[src/rtl/clock_time_controller_if.sv]
// ---------------------------------------------------------------------------
// clock_time_controller_if
//   Bundles the tick/button/alarm inputs and the registered time/status
//   outputs of clock_time_controller.
//   master : the side driving tick, buttons and alarm settings
//            (prescaler, debouncers, alarm registers).
//   slave  : the controller itself.
//   Inputs  : tick, mode_btn, inc_btn, alarm_on, alarm_hour_tens/units,
//             alarm_min_tens/units, alarm_pm
//   Outputs : sec/min/hour BCD digits, pm, set_hr, set_min, chime, alarm_ring
// ---------------------------------------------------------------------------
interface clock_time_controller_if;
    logic       tick;
    logic       mode_btn;
    logic       inc_btn;
    logic       alarm_on;
    logic [1:0] alarm_hour_tens;
    logic [3:0] alarm_hour_units;
    logic [3:0] alarm_min_tens;
    logic [3:0] alarm_min_units;
    logic       alarm_pm;

    logic [3:0] sec_units;
    logic [3:0] sec_tens;
    logic [3:0] min_units;
    logic [3:0] min_tens;
    logic [3:0] hour_units;
    logic [1:0] hour_tens;
    logic       pm;
    logic       set_hr;
    logic       set_min;
    logic       chime;
    logic       alarm_ring;

    modport master (
        output tick, mode_btn, inc_btn, alarm_on, alarm_hour_tens,
               alarm_hour_units, alarm_min_tens, alarm_min_units, alarm_pm,
        input  sec_units, sec_tens, min_units, min_tens, hour_units,
               hour_tens, pm, set_hr, set_min, chime, alarm_ring
    );

    modport slave (
        input  tick, mode_btn, inc_btn, alarm_on, alarm_hour_tens,
               alarm_hour_units, alarm_min_tens, alarm_min_units, alarm_pm,
        output sec_units, sec_tens, min_units, min_tens, hour_units,
               hour_tens, pm, set_hr, set_min, chime, alarm_ring
    );
endinterface

[src/rtl/clock_time_controller.sv]
// ---------------------------------------------------------------------------
// clock_time_controller
//   12-hour BCD timekeeper with a RUN / SET_HR / SET_MIN mode FSM.
//   Time advances on the 1 Hz tick in RUN; in the SET states inc_btn bumps
//   the selected field and ticks only feed the auto-return timeout.
//   Ports:
//     clk    : system clock, rising edge
//     reset  : asynchronous active-low reset
//     bus    : clock_time_controller_if.slave (tick, buttons, alarm inputs,
//              registered time digits and status flags)
//   Optional feature macro: ALARM_EN  (alarm compare and alarm_ring output;
//   when undefined alarm_ring is tied low and alarm inputs are ignored)
// ---------------------------------------------------------------------------
module clock_time_controller #(
    parameter int TIMEOUT_TICKS = 30,
    parameter int TO_W          = 6
) (
    input  logic                    clk,
    input  logic                    reset,
    clock_time_controller_if.slave  bus
);

    // Bit 0 drives set_hr, bit 1 drives set_min directly from the register.
    localparam logic [1:0] S_RUN = 2'b00;
    localparam logic [1:0] S_HR  = 2'b01;
    localparam logic [1:0] S_MIN = 2'b10;

    logic [3:0]      sec_u_q, sec_u_d, sec_t_q, sec_t_d;
    logic [3:0]      min_u_q, min_u_d, min_t_q, min_t_d;
    logic [3:0]      hr_u_q, hr_u_d;
    logic [1:0]      hr_t_q, hr_t_d;
    logic            pm_q, pm_d;
    logic [1:0]      state_q, state_d;
    logic [TO_W-1:0] to_q, to_d;
    logic            chime_q, chime_d;
    logic            ring_q, ring_d;

    // Field increments, computed once and shared by RUN and the SET states.
    logic       sec_wrap, min_wrap;
    logic [3:0] sec_nu, sec_nt, min_nu, min_nt;
    logic       hr_valid;
    logic [3:0] hr_nu;
    logic [1:0] hr_nt;
    logic       hr_npm;

    assign sec_wrap = (sec_u_q >= 4'd9) && (sec_t_q >= 4'd5);
    assign sec_nu   = (sec_u_q >= 4'd9) ? 4'd0 : sec_u_q + 4'd1;
    assign sec_nt   = (sec_u_q < 4'd9) ? sec_t_q :
                      (sec_t_q >= 4'd5) ? 4'd0 : sec_t_q + 4'd1;
    assign min_wrap = (min_u_q >= 4'd9) && (min_t_q >= 4'd5);
    assign min_nu   = (min_u_q >= 4'd9) ? 4'd0 : min_u_q + 4'd1;
    assign min_nt   = (min_u_q < 4'd9) ? min_t_q :
                      (min_t_q >= 4'd5) ? 4'd0 : min_t_q + 4'd1;

    assign hr_valid = ((hr_t_q == 2'd0) && (hr_u_q >= 4'd1) && (hr_u_q <= 4'd9)) ||
                      ((hr_t_q == 2'd1) && (hr_u_q <= 4'd2));

    // 12-hour step: 11->12 toggles pm, 12->01, anything illegal snaps to 12.
    always_comb begin
        hr_nt  = hr_t_q;
        hr_nu  = hr_u_q;
        hr_npm = pm_q;
        if (!hr_valid) begin
            hr_nt = 2'd1;
            hr_nu = 4'd2;
        end else if (hr_t_q == 2'd1 && hr_u_q == 4'd1) begin
            hr_nu  = 4'd2;
            hr_npm = ~pm_q;
        end else if (hr_t_q == 2'd1 && hr_u_q == 4'd2) begin
            hr_nt = 2'd0;
            hr_nu = 4'd1;
        end else if (hr_u_q == 4'd9) begin
            hr_nt = 2'd1;
            hr_nu = 4'd0;
        end else begin
            hr_nu = hr_u_q + 4'd1;
        end
    end

    logic btn_any, consume, mode_e, inc_e, timeout;

    assign btn_any = bus.mode_btn | bus.inc_btn;
`ifdef ALARM_EN
    // A button press that silences a ringing alarm does nothing else.
    assign consume = ring_q & btn_any;
`else
    assign consume = 1'b0;
    logic unused_alarm;
    assign unused_alarm = ^{bus.alarm_on, bus.alarm_hour_tens, bus.alarm_hour_units,
                            bus.alarm_min_tens, bus.alarm_min_units, bus.alarm_pm};
`endif
    assign mode_e  = bus.mode_btn & ~consume;
    assign inc_e   = bus.inc_btn & ~bus.mode_btn & ~consume;
    assign timeout = (TIMEOUT_TICKS != 0) && (to_q == TO_W'(TIMEOUT_TICKS));

    always_comb begin
        sec_u_d = sec_u_q;
        sec_t_d = sec_t_q;
        min_u_d = min_u_q;
        min_t_d = min_t_q;
        hr_u_d  = hr_u_q;
        hr_t_d  = hr_t_q;
        pm_d    = pm_q;
        state_d = state_q;
        to_d    = to_q;
        chime_d = 1'b0;
        ring_d  = 1'b0;

        case (state_q)
            S_RUN: begin
                to_d = '0;
                if (bus.tick) begin
                    sec_u_d = sec_nu;
                    sec_t_d = sec_nt;
                    if (sec_wrap) begin
                        min_u_d = min_nu;
                        min_t_d = min_nt;
                        if (min_wrap)
                            chime_d = 1'b1;
                    end
                    // An illegal hour is repaired on any tick, not just on carry.
                    if ((sec_wrap && min_wrap) || !hr_valid) begin
                        hr_u_d = hr_nu;
                        hr_t_d = hr_nt;
                        pm_d   = hr_npm;
                    end
                end
                if (mode_e)
                    state_d = S_HR;
            end
            S_HR: begin
                if (mode_e) begin
                    state_d = S_MIN;
                    to_d    = '0;
                end else if (inc_e) begin
                    hr_u_d = hr_nu;
                    hr_t_d = hr_nt;
                    pm_d   = hr_npm;
                    to_d   = '0;
                end else if (timeout) begin
                    state_d = S_RUN;
                    to_d    = '0;
                end else if (bus.tick) begin
                    to_d = to_q + 1'b1;
                end
            end
            S_MIN: begin
                if (mode_e || (!inc_e && timeout)) begin
                    state_d = S_RUN;
                    sec_u_d = 4'd0;
                    sec_t_d = 4'd0;
                    to_d    = '0;
                end else if (inc_e) begin
                    min_u_d = min_nu;
                    min_t_d = min_nt;
                    to_d    = '0;
                end else if (bus.tick) begin
                    to_d = to_q + 1'b1;
                end
            end
            default: begin
                state_d = S_RUN;
                to_d    = '0;
            end
        endcase

`ifdef ALARM_EN
        // Match is taken on the tick that lands on hh:mm:00; a button in the
        // same cycle suppresses it so the press is never silently swallowed.
        ring_d = bus.alarm_on &
                 ((state_q == S_RUN && bus.tick && !btn_any &&
                   sec_u_d == 4'd0 && sec_t_d == 4'd0 &&
                   min_u_d == bus.alarm_min_units && min_t_d == bus.alarm_min_tens &&
                   hr_u_d == bus.alarm_hour_units && hr_t_d == bus.alarm_hour_tens &&
                   pm_d == bus.alarm_pm) ||
                  (ring_q && !btn_any));
`endif
    end

    always_ff @(posedge clk or negedge reset) begin
        if (!reset) begin
            sec_u_q <= 4'd0;
            sec_t_q <= 4'd0;
            min_u_q <= 4'd0;
            min_t_q <= 4'd0;
            hr_u_q  <= 4'd2;
            hr_t_q  <= 2'd1;
            pm_q    <= 1'b0;
            state_q <= S_RUN;
            to_q    <= '0;
            chime_q <= 1'b0;
            ring_q  <= 1'b0;
        end else begin
            sec_u_q <= sec_u_d;
            sec_t_q <= sec_t_d;
            min_u_q <= min_u_d;
            min_t_q <= min_t_d;
            hr_u_q  <= hr_u_d;
            hr_t_q  <= hr_t_d;
            pm_q    <= pm_d;
            state_q <= state_d;
            to_q    <= to_d;
            chime_q <= chime_d;
            ring_q  <= ring_d;
        end
    end

    assign bus.sec_units  = sec_u_q;
    assign bus.sec_tens   = sec_t_q;
    assign bus.min_units  = min_u_q;
    assign bus.min_tens   = min_t_q;
    assign bus.hour_units = hr_u_q;
    assign bus.hour_tens  = hr_t_q;
    assign bus.pm         = pm_q;
    assign bus.set_hr     = state_q[0];
    assign bus.set_min    = state_q[1];
    assign bus.chime      = chime_q;
    assign bus.alarm_ring = ring_q;

endmodule

[src/flat_wrapper.sv]
// flat-port wrapper written by rule: the top's interface ports become plain ports
module clock_time_controller_flat 
#(
    parameter int TIMEOUT_TICKS = 30,
    parameter int TO_W          = 6
)
  (clk, reset, bus_tick, bus_mode_btn, bus_inc_btn, bus_alarm_on, bus_alarm_hour_tens, bus_alarm_hour_units, bus_alarm_min_tens, bus_alarm_min_units, bus_alarm_pm, bus_sec_units, bus_sec_tens, bus_min_units, bus_min_tens, bus_hour_units, bus_hour_tens, bus_pm, bus_set_hr, bus_set_min, bus_chime, bus_alarm_ring);
  clock_time_controller_if bus_i ();
  input  logic clk;
  input  logic reset;
  input wire logic [$bits(bus_i.tick)-1:0] bus_tick;
  input wire logic [$bits(bus_i.mode_btn)-1:0] bus_mode_btn;
  input wire logic [$bits(bus_i.inc_btn)-1:0] bus_inc_btn;
  input wire logic [$bits(bus_i.alarm_on)-1:0] bus_alarm_on;
  input wire logic [$bits(bus_i.alarm_hour_tens)-1:0] bus_alarm_hour_tens;
  input wire logic [$bits(bus_i.alarm_hour_units)-1:0] bus_alarm_hour_units;
  input wire logic [$bits(bus_i.alarm_min_tens)-1:0] bus_alarm_min_tens;
  input wire logic [$bits(bus_i.alarm_min_units)-1:0] bus_alarm_min_units;
  input wire logic [$bits(bus_i.alarm_pm)-1:0] bus_alarm_pm;
  output wire logic [$bits(bus_i.sec_units)-1:0] bus_sec_units;
  output wire logic [$bits(bus_i.sec_tens)-1:0] bus_sec_tens;
  output wire logic [$bits(bus_i.min_units)-1:0] bus_min_units;
  output wire logic [$bits(bus_i.min_tens)-1:0] bus_min_tens;
  output wire logic [$bits(bus_i.hour_units)-1:0] bus_hour_units;
  output wire logic [$bits(bus_i.hour_tens)-1:0] bus_hour_tens;
  output wire logic [$bits(bus_i.pm)-1:0] bus_pm;
  output wire logic [$bits(bus_i.set_hr)-1:0] bus_set_hr;
  output wire logic [$bits(bus_i.set_min)-1:0] bus_set_min;
  output wire logic [$bits(bus_i.chime)-1:0] bus_chime;
  output wire logic [$bits(bus_i.alarm_ring)-1:0] bus_alarm_ring;
  assign bus_i.tick = bus_tick;
  assign bus_i.mode_btn = bus_mode_btn;
  assign bus_i.inc_btn = bus_inc_btn;
  assign bus_i.alarm_on = bus_alarm_on;
  assign bus_i.alarm_hour_tens = bus_alarm_hour_tens;
  assign bus_i.alarm_hour_units = bus_alarm_hour_units;
  assign bus_i.alarm_min_tens = bus_alarm_min_tens;
  assign bus_i.alarm_min_units = bus_alarm_min_units;
  assign bus_i.alarm_pm = bus_alarm_pm;
  assign bus_sec_units = bus_i.sec_units;
  assign bus_sec_tens = bus_i.sec_tens;
  assign bus_min_units = bus_i.min_units;
  assign bus_min_tens = bus_i.min_tens;
  assign bus_hour_units = bus_i.hour_units;
  assign bus_hour_tens = bus_i.hour_tens;
  assign bus_pm = bus_i.pm;
  assign bus_set_hr = bus_i.set_hr;
  assign bus_set_min = bus_i.set_min;
  assign bus_chime = bus_i.chime;
  assign bus_alarm_ring = bus_i.alarm_ring;
  clock_time_controller #(.TIMEOUT_TICKS(TIMEOUT_TICKS), .TO_W(TO_W)) u_core (.clk(clk), .reset(reset), .bus(bus_i));
endmodule
[config.mk]
export PLATFORM = sky130hd
export DESIGN_NAME = clock_time_controller_flat
export DESIGN_NICKNAME = d
export VERILOG_FILES = /design/src/rtl/clock_time_controller_if.sv /design/src/rtl/clock_time_controller.sv /design/src/flat_wrapper.sv
export SDC_FILE = /design/constraint.sdc
export NUM_CORES = 1
export LEC_CHECK = 0
export CORE_ASPECT_RATIO = 2
export CORE_MARGIN = 3
export CORE_UTILIZATION = 45
export CTS_CLUSTER_SIZE = 24
export DETAILED_ROUTE_END_ITERATION = 16
export MAX_ROUTING_LAYER = met4
export PLACE_DENSITY = 0.77
export SLEW_MARGIN = 40
export SYNTH_ARGS = -nofsm -noshare
export SYNTH_HDL_FRONTEND = slang
export SYNTH_SLANG_ARGS = --single-unit
[constraint.sdc]
create_clock -name clk -period 1.9 [get_ports clk]
set_input_delay 0.19 -clock clk [delete_from_list [all_inputs] [get_ports clk]]
set_output_delay 0.19 -clock clk [all_outputs]
set_load 0.005 [all_outputs]
==> results.rst, run 1 <==
.. list-table::
   :header-rows: 1

   * - Metric
     - Value
   * - Clock skew
     - 4.22 ps
   * - Clk sink count
     - 31
   * - Via count of the first global-routing pass
     - 1900
   * - Gate count of the mapped netlist
     - 218
   * - Number of hold buffers added after CTS
     - 0
   * - 1st-iter DRT viols
     - 41
   * - Flip-flop cell with the highest count after synthesis
     - sky130_fd_sc_hd__dfrtp_1
   * - Number of inserted filler cells in the final layout
     - 330
   * - Maximum count of clock buffers along a single path
     - 2
   * - Final slew viol count
     - 0
   * - Time the worst path needs with I/O delays and setup
     - 2010 ps
   * - Std-Cell Core Area
     - 4170 sq um
   * - RePlAce Congestion
     - 0.904
   * - Global-route total usage across every layer
     - 0.207
   * - Required time of the critical path
     - 2100 ps
   * - P_leak
     - 1.29 nW
   * - RSZ-0062 raised after global routing
     - true
   * - Antenna diode instance count
     - 0
   * - Violations in the final reports
     - setup timing
   * - Total count of hold-check failures in the final report
     - 0
   * - Highest Clock Rate
     - 498 MHz
   * - Kind of cell adding the most delay to the critical path
     - compound AO/OA/AOI/OAI gates
   * - Placement Setup Slack
     - -163 ps
   * - Maximum net fanout on the critical path
     - 4
   * - Number of antenna violations at the first check in global routing
     - 0
   * - Global-route wire length before repair
     - 8020 um
   * - Synth top cells by count
     - 29 x sky130_fd_sc_hd__dfrtp_1, 19 x sky130_fd_sc_hd__nand2_1, 18 x sky130_fd_sc_hd__o21ai_0
   * - Chain of cells forming the critical path
     - inv_2, ha_1, nand2b_4, a21oi_2, or4_4, a21oi_4, a31oi_2, o32a_1
   * - Area fraction of the dominant cell type after synthesis
     - 0.366
   * - Endpoints failing setup
     - 8
   * - Worst vdd ir
     - 1000 uV
   * - Worst r2r src
     - u_core.bus.sec_tens[1]$_DFFE_PN0P_
   * - Setup slack after layout
     - -106 ps
   * - Starting density of the core
     - 0.475
   * - Total CTS buffers
     - 5
   * - Synth area leader
     - sky130_fd_sc_hd__dfrtp_1
   * - Share of the yosys chip area belonging to registers
     - 0.393
   * - Endpoint of the worst register-to-register path
     - u_core.bus.hour_tens[0]$_DFFE_PN1P_
   * - DIE AREA
     - 5280 sq um
   * - Total of buffers placed on input and output ports
     - 29
   * - Clock transition at the registers of the reported paths
     - 70 ps
   * - Hold Path Class
     - in2async
   * - Total length of routed wires
     - 4820 um
   * - Post-route cell area
     - 2910 sq um
   * - HPWL after DPL
     - 3620 um
   * - Maximum number of pins on one net before global-route repair
     - 32
   * - CTS tree
     - built
   * - Worst path arrival time
     - 2210 ps
   * - Critical Setup Path Class
     - reg2reg
   * - Master cell of the clock root buffer
     - sky130_fd_sc_hd__clkbuf_8
   * - Worst Path Buf+Inv
     - 1
   * - Core Util, Final
     - 0.697
   * - Detail-routed via count per cell
     - 5.40
   * - Top-count cell post-synth
     - sky130_fd_sc_hd__dfrtp_1
   * - Fraction of final layout cells with drive strength greater than 1
     - 0.312
   * - Number of different library cells in the post-synthesis netlist
     - 53
   * - Wire length per cell
     - 13.8 um
   * - Largest cells by area after synthesis
     - sky130_fd_sc_hd__dfrtp_1 37%, sky130_fd_sc_hd__ha_1 11%, sky130_fd_sc_hd__o21ai_0 4.5%, sky130_fd_sc_hd__nand2_1 3.6%, sky130_fd_sc_hd__nor2_1 3.0%
   * - Number of violations of the max-capacitance limit
     - 0
   * - Total congestion overflow after global routing
     - 0
   * - Die width
     - 52.9 um
   * - Design Power
     - 4.53 mW
   * - Detailed-route via count
     - 1890
   * - Category of the worst setup path launch point
     - flip-flop
   * - Number of storage elements in the synthesis netlist
     - 31
   * - Endpoint kind of the worst setup timing path
     - flip-flop
   * - Register-to-register setup slack
     - -110 ps
   * - DP Area
     - 2660 sq um
   * - Cell area power density
     - 1560 nW/um^2
   * - Signed area change from the synthesized netlist to the final layout
     - 46.6%
   * - Number of enable flip-flop cells after synthesis
     - 0
   * - Number of levels the H-tree was split into
     - 2
   * - Yosys warning count
     - 0
   * - Status
     - finished, violations left
   * - Height of the chip
     - 99.9 um
   * - Post-synth ARST share
     - 1.00
   * - Mapped Avg Cell Area
     - 9.09 sq um
   * - Length of the first detailed-routing pass in iterations
     - 4
   * - Part of the cycle the worst path needs
     - 1.06
   * - Path depth of the worst reg2reg path
     - 8
   * - CP peak stage delay
     - 540 ps
   * - ANT nets after route
     - 0
   * - Rows
     - 33
   * - Remaining routing DRC violations
     - 0
   * - Area of the mapped netlist
     - 1980 sq um
   * - Worst path slowest cell
     - sky130_fd_sc_hd__or4_4
   * - Top-level I/O count
     - 48
   * - Final Net Count
     - 335
   * - Insertion delay to the later sink of the worst-skew pair
     - 280 ps
[worst max-delay path by stage]
stage | startpoint | to | slack, ps | cells past startpoint
2_1_floorplan | u_core.bus.min_units[0]$_DFFE_PN0P_ | u_core.bus.hour_units[3]$_DFFE_PN0P_ | -100 | 7
3_3_place_gp | u_core.bus.sec_tens[1]$_DFFE_PN0P_ | u_core.bus.hour_units[1]$_DFFE_PN1P_ | -130 | 8
3_5_place_dp | u_core.bus.sec_tens[1]$_DFFE_PN0P_ | u_core.bus.hour_units[1]$_DFFE_PN1P_ | -160 | 8
4_1_cts | u_core.bus.sec_tens[1]$_DFFE_PN0P_ | u_core.bus.hour_tens[0]$_DFFE_PN1P_ | -100 | 8
5_1_grt | u_core.bus.min_units[0]$_DFFE_PN0P_ | u_core.bus.hour_tens[0]$_DFFE_PN1P_ | -200 | 8
6_report | u_core.bus.sec_tens[1]$_DFFE_PN0P_ | u_core.bus.hour_tens[0]$_DFFE_PN1P_ | -110 | 8
[cells in the final DEF, fill, tap and decap left out, types with 2 or more instances in the layout]
cell type	Yosys	final
sky130_fd_sc_hd__buf_4	3	53
sky130_fd_sc_hd__xor2_1	3	3
sky130_fd_sc_hd__o31ai_1	2	2
sky130_fd_sc_hd__inv_2	0	3
sky130_fd_sc_hd__nor2b_1	4	4
sky130_fd_sc_hd__a21o_1	2	2
sky130_fd_sc_hd__nor4b_1	3	3
sky130_fd_sc_hd__nand3_1	5	5
sky130_fd_sc_hd__clkbuf_8	0	7
sky130_fd_sc_hd__ha_2	0	5
sky130_fd_sc_hd__xnor2_1	3	3
sky130_fd_sc_hd__nor3_1	8	8
sky130_fd_sc_hd__nor2_1	16	16
sky130_fd_sc_hd__nand2b_4	0	3
sky130_fd_sc_hd__o21ai_1	4	5
sky130_fd_sc_hd__a2111oi_4	1	2
sky130_fd_sc_hd__dfrtp_1	29	28
sky130_fd_sc_hd__nand2b_1	6	3
sky130_fd_sc_hd__o21ai_0	18	14
sky130_fd_sc_hd__conb_1	1	2
sky130_fd_sc_hd__nand2_1	19	18
sky130_fd_sc_hd__dfstp_2	2	2
sky130_fd_sc_hd__inv_1	15	12
sky130_fd_sc_hd__nand4_1	6	6
sky130_fd_sc_hd__a22oi_1	2	2
sky130_fd_sc_hd__o21ai_2	1	4
sky130_fd_sc_hd__a21oi_1	10	9
sky130_fd_sc_hd__mux2i_1	2	2
sky130_fd_sc_hd__and2_1	1	2
sky130_fd_sc_hd__clkdlybuf4s50_1	0	29
sky130_fd_sc_hd__ha_1	17	11
[timing repair]
action,in CTS,in global routing
endpoints found under the setup margin,11,18
buffers inserted,4,3
pin swaps,7,9
gates resized for setup,16,10
endpoints found under the hold margin,0,0
[cells by family after synthesis]
family | after synthesis | share of synthesized area
flip-flops | 31 | 0.393
other | 1 | 0.00189
AO/OA/AOI/OAI | 57 | 0.195
buffers and inverters | 27 | 0.0619
multiplexers | 3 | 0.0177
XOR/XNOR | 6 | 0.0265
adder cells (fa/ha/maj) | 17 | 0.107
AND/OR/NAND/NOR | 76 | 0.197
[per-stage QoR]
stage,hold slack (ps),instances,TNS [ps]
after detailed placement,468,335,-742
after CTS,317,347,-396
final,302,350,-361
after global placement,464,335,-423
after global routing,354,350,-1490
after floorplan,-106,219,-302
[power by group]
part	switching (mW)	internal [mW]	total, mW
Combinational	1.39	1.56	2.95
Clock	0.239	0.330	0.570
Sequential	0.134	0.878	1.01
Total	1.76	2.77	4.53
[registers in the layout, summed over array words and instances, names as in the netlist]
signal,count
u_core.to_q,6
u_core.bus.min_tens,4
u_core.bus.chime,1
u_core.bus.sec_units,4
u_core.state_q,2
u_core.bus.min_units,4
u_core.bus.sec_tens,4
u_core.bus.pm,1
u_core.bus.hour_tens,1
u_core.bus.hour_units,4
[cell type report]
class | instances | area, sq um | share of cell area
inverters | 16 | 65.1 | 0.0224
flip-flops and latches | 31 | 779 | 0.268
well taps | 52 | 65.1 | 0.0224
multi-input cells | 161 | 1210 | 0.416
repair buffers | 82 | 688 | 0.237
clock buffers | 8 | 100 | 0.0345
[layer usage]
layer  routed length [um]  vias up  track usage
met5                    0        -            -
met4                  129        0       0.0866
met3                  153       10       0.0297
met2                 2820       44        0.384
met1                 1710      915        0.204
li1                     -      921            -
No activity file was read; power rests on OpenSTA's default activity.
==> inputs of run 2 (changes only) <==
--- a/config.mk
+++ b/config.mk
@@ -7,2 +7,3 @@
 export LEC_CHECK = 0
+export ABC_AREA = 1
 export CORE_ASPECT_RATIO = 2
@@ -13,3 +14,3 @@
 export MAX_ROUTING_LAYER = met4
-export PLACE_DENSITY = 0.77
+export PLACE_DENSITY = 0.76
 export SLEW_MARGIN = 40
==> constraint.sdc (replaced) <==
create_clock -name clk -period 1.9 [get_ports clk]
set_input_delay 0.38 -clock clk [delete_from_list [all_inputs] [get_ports clk]]
set_output_delay 0.38 -clock clk [all_outputs]
set_load 0.005 [all_outputs]
==> run 2 against run 1 <==
  * The flow now finishes without violations
  * Sequential cell count is the same
  * First-iteration DRC count shrank 54%
  * Die area grew 2.0%
  * Via count shrank 7.6%
  * Maximum frequency grew 13%
  * Sequential power grew 19%
  * Synthesized cell count grew 17%
  * Wire length shrank 13%
  * Sequential share of layout area grew 4.3 points
  * Critical path depth shrank 7
  * Power shrank 9.2%
  * Critical path type is now reg2out
  * Highest routed layer unchanged
==> results.rst, run 2 <==
.. list-table::
   :header-rows: 1

   * - Metric
     - Value
   * - Area of the mapped netlist
     - 2020 sq um
   * - HPWL after DPL
     - 3270 um
   * - Area fraction of the dominant cell type after synthesis
     - 0.358
   * - Total CTS buffers
     - 5
   * - 1st-iter DRT viols
     - 19
   * - Design Power
     - 4.12 mW
   * - ANT nets after route
     - 0
   * - Maximum net fanout on the critical path
     - 7
   * - Largest cells by area after synthesis
     - sky130_fd_sc_hd__dfrtp_1 36%, sky130_fd_sc_hd__nand2_1 12%, sky130_fd_sc_hd__ha_1 11%, sky130_fd_sc_hd__inv_1 6.5%, sky130_fd_sc_hd__nor2_1 3.5%
   * - Number of storage elements in the synthesis netlist
     - 31
   * - Total negative setup slack
     - 0 ps
   * - Power spent charging and discharging nets
     - 1.80 mW
   * - Worst hold slack
     - 491 ps
   * - Total congestion overflow after global routing
     - 0
   * - Via count of the first global-routing pass
     - 1771
   * - Critical Setup Path Class
     - reg2out
   * - Top-level I/O count
     - 48
   * - Gate count of the mapped netlist
     - 255
   * - Fin cells
     - 345
   * - Total count of hold-check failures in the final report
     - 0
   * - Top-count cell post-synth
     - sky130_fd_sc_hd__nand2_1
   * - Portion of total power attributed to sequential cells
     - 0.291
   * - Mapped Avg Cell Area
     - 7.94 sq um
   * - Number of hold buffers added after CTS
     - 0
   * - Worst vdd ir
     - 1380 uV
   * - Detailed-route via count
     - 1746
   * - Cell internal pwr
     - 2.32 mW
   * - Insertion delay to the later sink of the worst-skew pair
     - 280 ps
   * - Top library cells by usage in the layout, fill and taps aside
     - 67 x sky130_fd_sc_hd__nand2_1, 35 x sky130_fd_sc_hd__inv_1, 29 x sky130_fd_sc_hd__clkdlybuf4s50_1, 29 x sky130_fd_sc_hd__dfrtp_1, 19 x sky130_fd_sc_hd__nor2_1
   * - Die width
     - 53.4 um
   * - Number of antenna violations at the first check in global routing
     - 0
   * - Remaining routing DRC violations
     - 0
   * - Total length of routed wires
     - 4210 um
   * - Maximum number of pins on one net before global-route repair
     - 32
   * - DIE AREA
     - 5390 sq um
   * - Flip-flop cell with the highest count after synthesis
     - sky130_fd_sc_hd__dfrtp_1
   * - P_leak
     - 1.22 nW
   * - Most crowded layer after global routing
     - met2
   * - Maximum count of clock buffers along a single path
     - 2
   * - Number of levels the H-tree was split into
     - 2
   * - Total of buffers placed on input and output ports
     - 29
   * - Post-route cell area
     - 2500 sq um
   * - Worst path slowest cell
     - sky130_fd_sc_hd__dfstp_2
   * - Global routing usage on met1
     - 0.173
   * - Share of the yosys chip area belonging to registers
     - 0.384
   * - Worst Path Buf+Inv
     - 1
   * - Detail-routed via count per cell
     - 5.06
   * - Wire length per cell
     - 12.2 um
   * - Clock transition at the registers of the reported paths
     - 70 ps
   * - Kind of cell adding the most delay to the critical path
     - flip-flops
   * - Max FFs per register
     - 6
   * - Yosys warning count
     - 0
   * - Cell area power density
     - 1650 nW/um^2
   * - Post-synth ARST share
     - 1.00
   * - Signed area change from the synthesized netlist to the final layout
     - 23.5%
   * - # resized after CTS
     - 0
   * - Clk sink count
     - 31
   * - Fraction of met3 tracks used by global routing
     - 0.0459
   * - Clock skew
     - 5.13 ps
   * - Number of violations of the max-capacitance limit
     - 0
   * - Final Net Count
     - 330
   * - Endpoints failing setup
     - 0
   * - Synth area leader
     - sky130_fd_sc_hd__dfrtp_1
   * - Post-CTS Setup Bufs
     - 0
   * - Master cell of the clock root buffer
     - sky130_fd_sc_hd__clkbuf_8
   * - Met2 track utilization from global routing
     - 0.332
   * - Logic gate share of total power
     - 0.547
   * - Hold Path Class
     - in2async
   * - Time the worst path needs with I/O delays and setup
     - 1780 ps
   * - Synth top cells by count
     - 67 x sky130_fd_sc_hd__nand2_1, 35 x sky130_fd_sc_hd__inv_1, 29 x sky130_fd_sc_hd__dfrtp_1
   * - CTS tree
     - built
   * - Worst path arrival time
     - 1400 ps
   * - Count of placed standard cells including taps
     - 337
   * - Global-route total usage across every layer
     - 0.185
   * - Number of enable flip-flop cells after synthesis
     - 0
   * - Length of the first detailed-routing pass in iterations
     - 4
   * - Net switching fraction of the power
     - 0.437
   * - Std-Cell Core Area
     - 4210 sq um
   * - Category of the worst setup path launch point
     - flip-flop
   * - Endpoint kind of the worst setup timing path
     - primary output
   * - Status
     - completed
   * - Part of the cycle the worst path needs
     - 0.935
   * - Fraction of final layout cells with drive strength greater than 1
     - 0.130
   * - Number of different library cells in the post-synthesis netlist
     - 34
   * - Starting density of the core
     - 0.481
   * - Height of the chip
     - 101 um
   * - Global-route wire length before repair
     - 7300 um
   * - Portion of total power attributed to the clock network
     - 0.163
   * - Required time of the critical path
     - 1520 ps
   * - Chain of cells forming the critical path
     - clkdlybuf4s50_1
   * - Final slew viol count
     - 0
   * - Register with the most flip-flops
     - u_core.to_q
   * - RSZ-0062 raised after global routing
     - false
   * - Rows
     - 33
   * - Highest Clock Rate
     - 563 MHz
   * - RePlAce Congestion
     - 0.821
   * - Antenna diode instance count
     - 0
   * - Leading cell type in the layout, fill and taps excluded
     - sky130_fd_sc_hd__nand2_1
   * - CP peak stage delay
     - 600 ps
   * - DP Area
     - 2380 sq um
==> run 2: stage by stage <==
step / utilization / setup WS (ps)
global route: 0.594 / 9.10
finish: 0.594 / 124
CTS: 0.594 / 111
detailed placement: 0.566 / 89.7
floorplan: - / 422
global placement: 0.566 / 115
==> run 2: routing by layer <==
layer | wire length (um) | vias up | share of wire
li1 | - | 883 | -
met3 | 163 | 14 | 0.039
met1 | 1470 | 810 | 0.35
met4 | 120 | 0 | 0.029
met2 | 2450 | 39 | 0.58
met5 | 0 | - | 0
==> run 2: power by group through the flow <==
stage / sequential, mW / combinational (mW) / clock (mW)
after global routing: 1.25 / 2.56 / 0.720
final: 1.20 / 2.25 / 0.669
after global placement: 1.20 / 2.20 / 0
after CTS: 1.20 / 2.30 / 0.693
after floorplan: 1.18 / 1.48 / 0
after detailed placement: 1.21 / 2.27 / 0
==> run 2: layout make-up <==
class	instances	area (sq um)
clock buffer	6	82.6
clock inverter	2	35.0
fill	406	1710
inverter	39	146
multi-input combinational	184	1090
sequential	31	778
tap	52	65.1
timing repair buffer	31	305
==> run 2: worst paths after layout <==
path / startpoint / end / slack [ps] / cells past startpoint
worst max-delay path: u_core.bus.hour_units[1]$_DFFE_PN1P_ / bus_hour_units[1] / 120 / 1
worst min-delay path: reset / u_core.to_q[2]$_DFF_PN0_ / 490 / 2
worst max register to register: u_core.bus.sec_units[1]$_DFFE_PN0P_ / u_core.bus.min_units[3]$_DFFE_PN0P_ / 230 / 10
worst min register to register: u_core.bus.hour_tens[0]$_DFFE_PN1P_ / u_core.bus.hour_tens[0]$_DFFE_PN1P_ / 510 / 2
max in group asynchronous: reset / u_core.bus.hour_tens[0]$_DFFE_PN1P_ / 1080 / 2
min in group clk: u_core.bus.hour_tens[0]$_DFFE_PN1P_ / u_core.bus.hour_tens[0]$_DFFE_PN1P_ / 510 / 2
==> run 2: cell families after synthesis <==
group	after synthesis	synth area share
flops	31	0.384
xor+xnor	7	0.0303
other cells	1	0.00185
simple gates	129	0.305
compound gates	29	0.0933
fa+ha+maj	17	0.105
buf+inv	41	0.0797
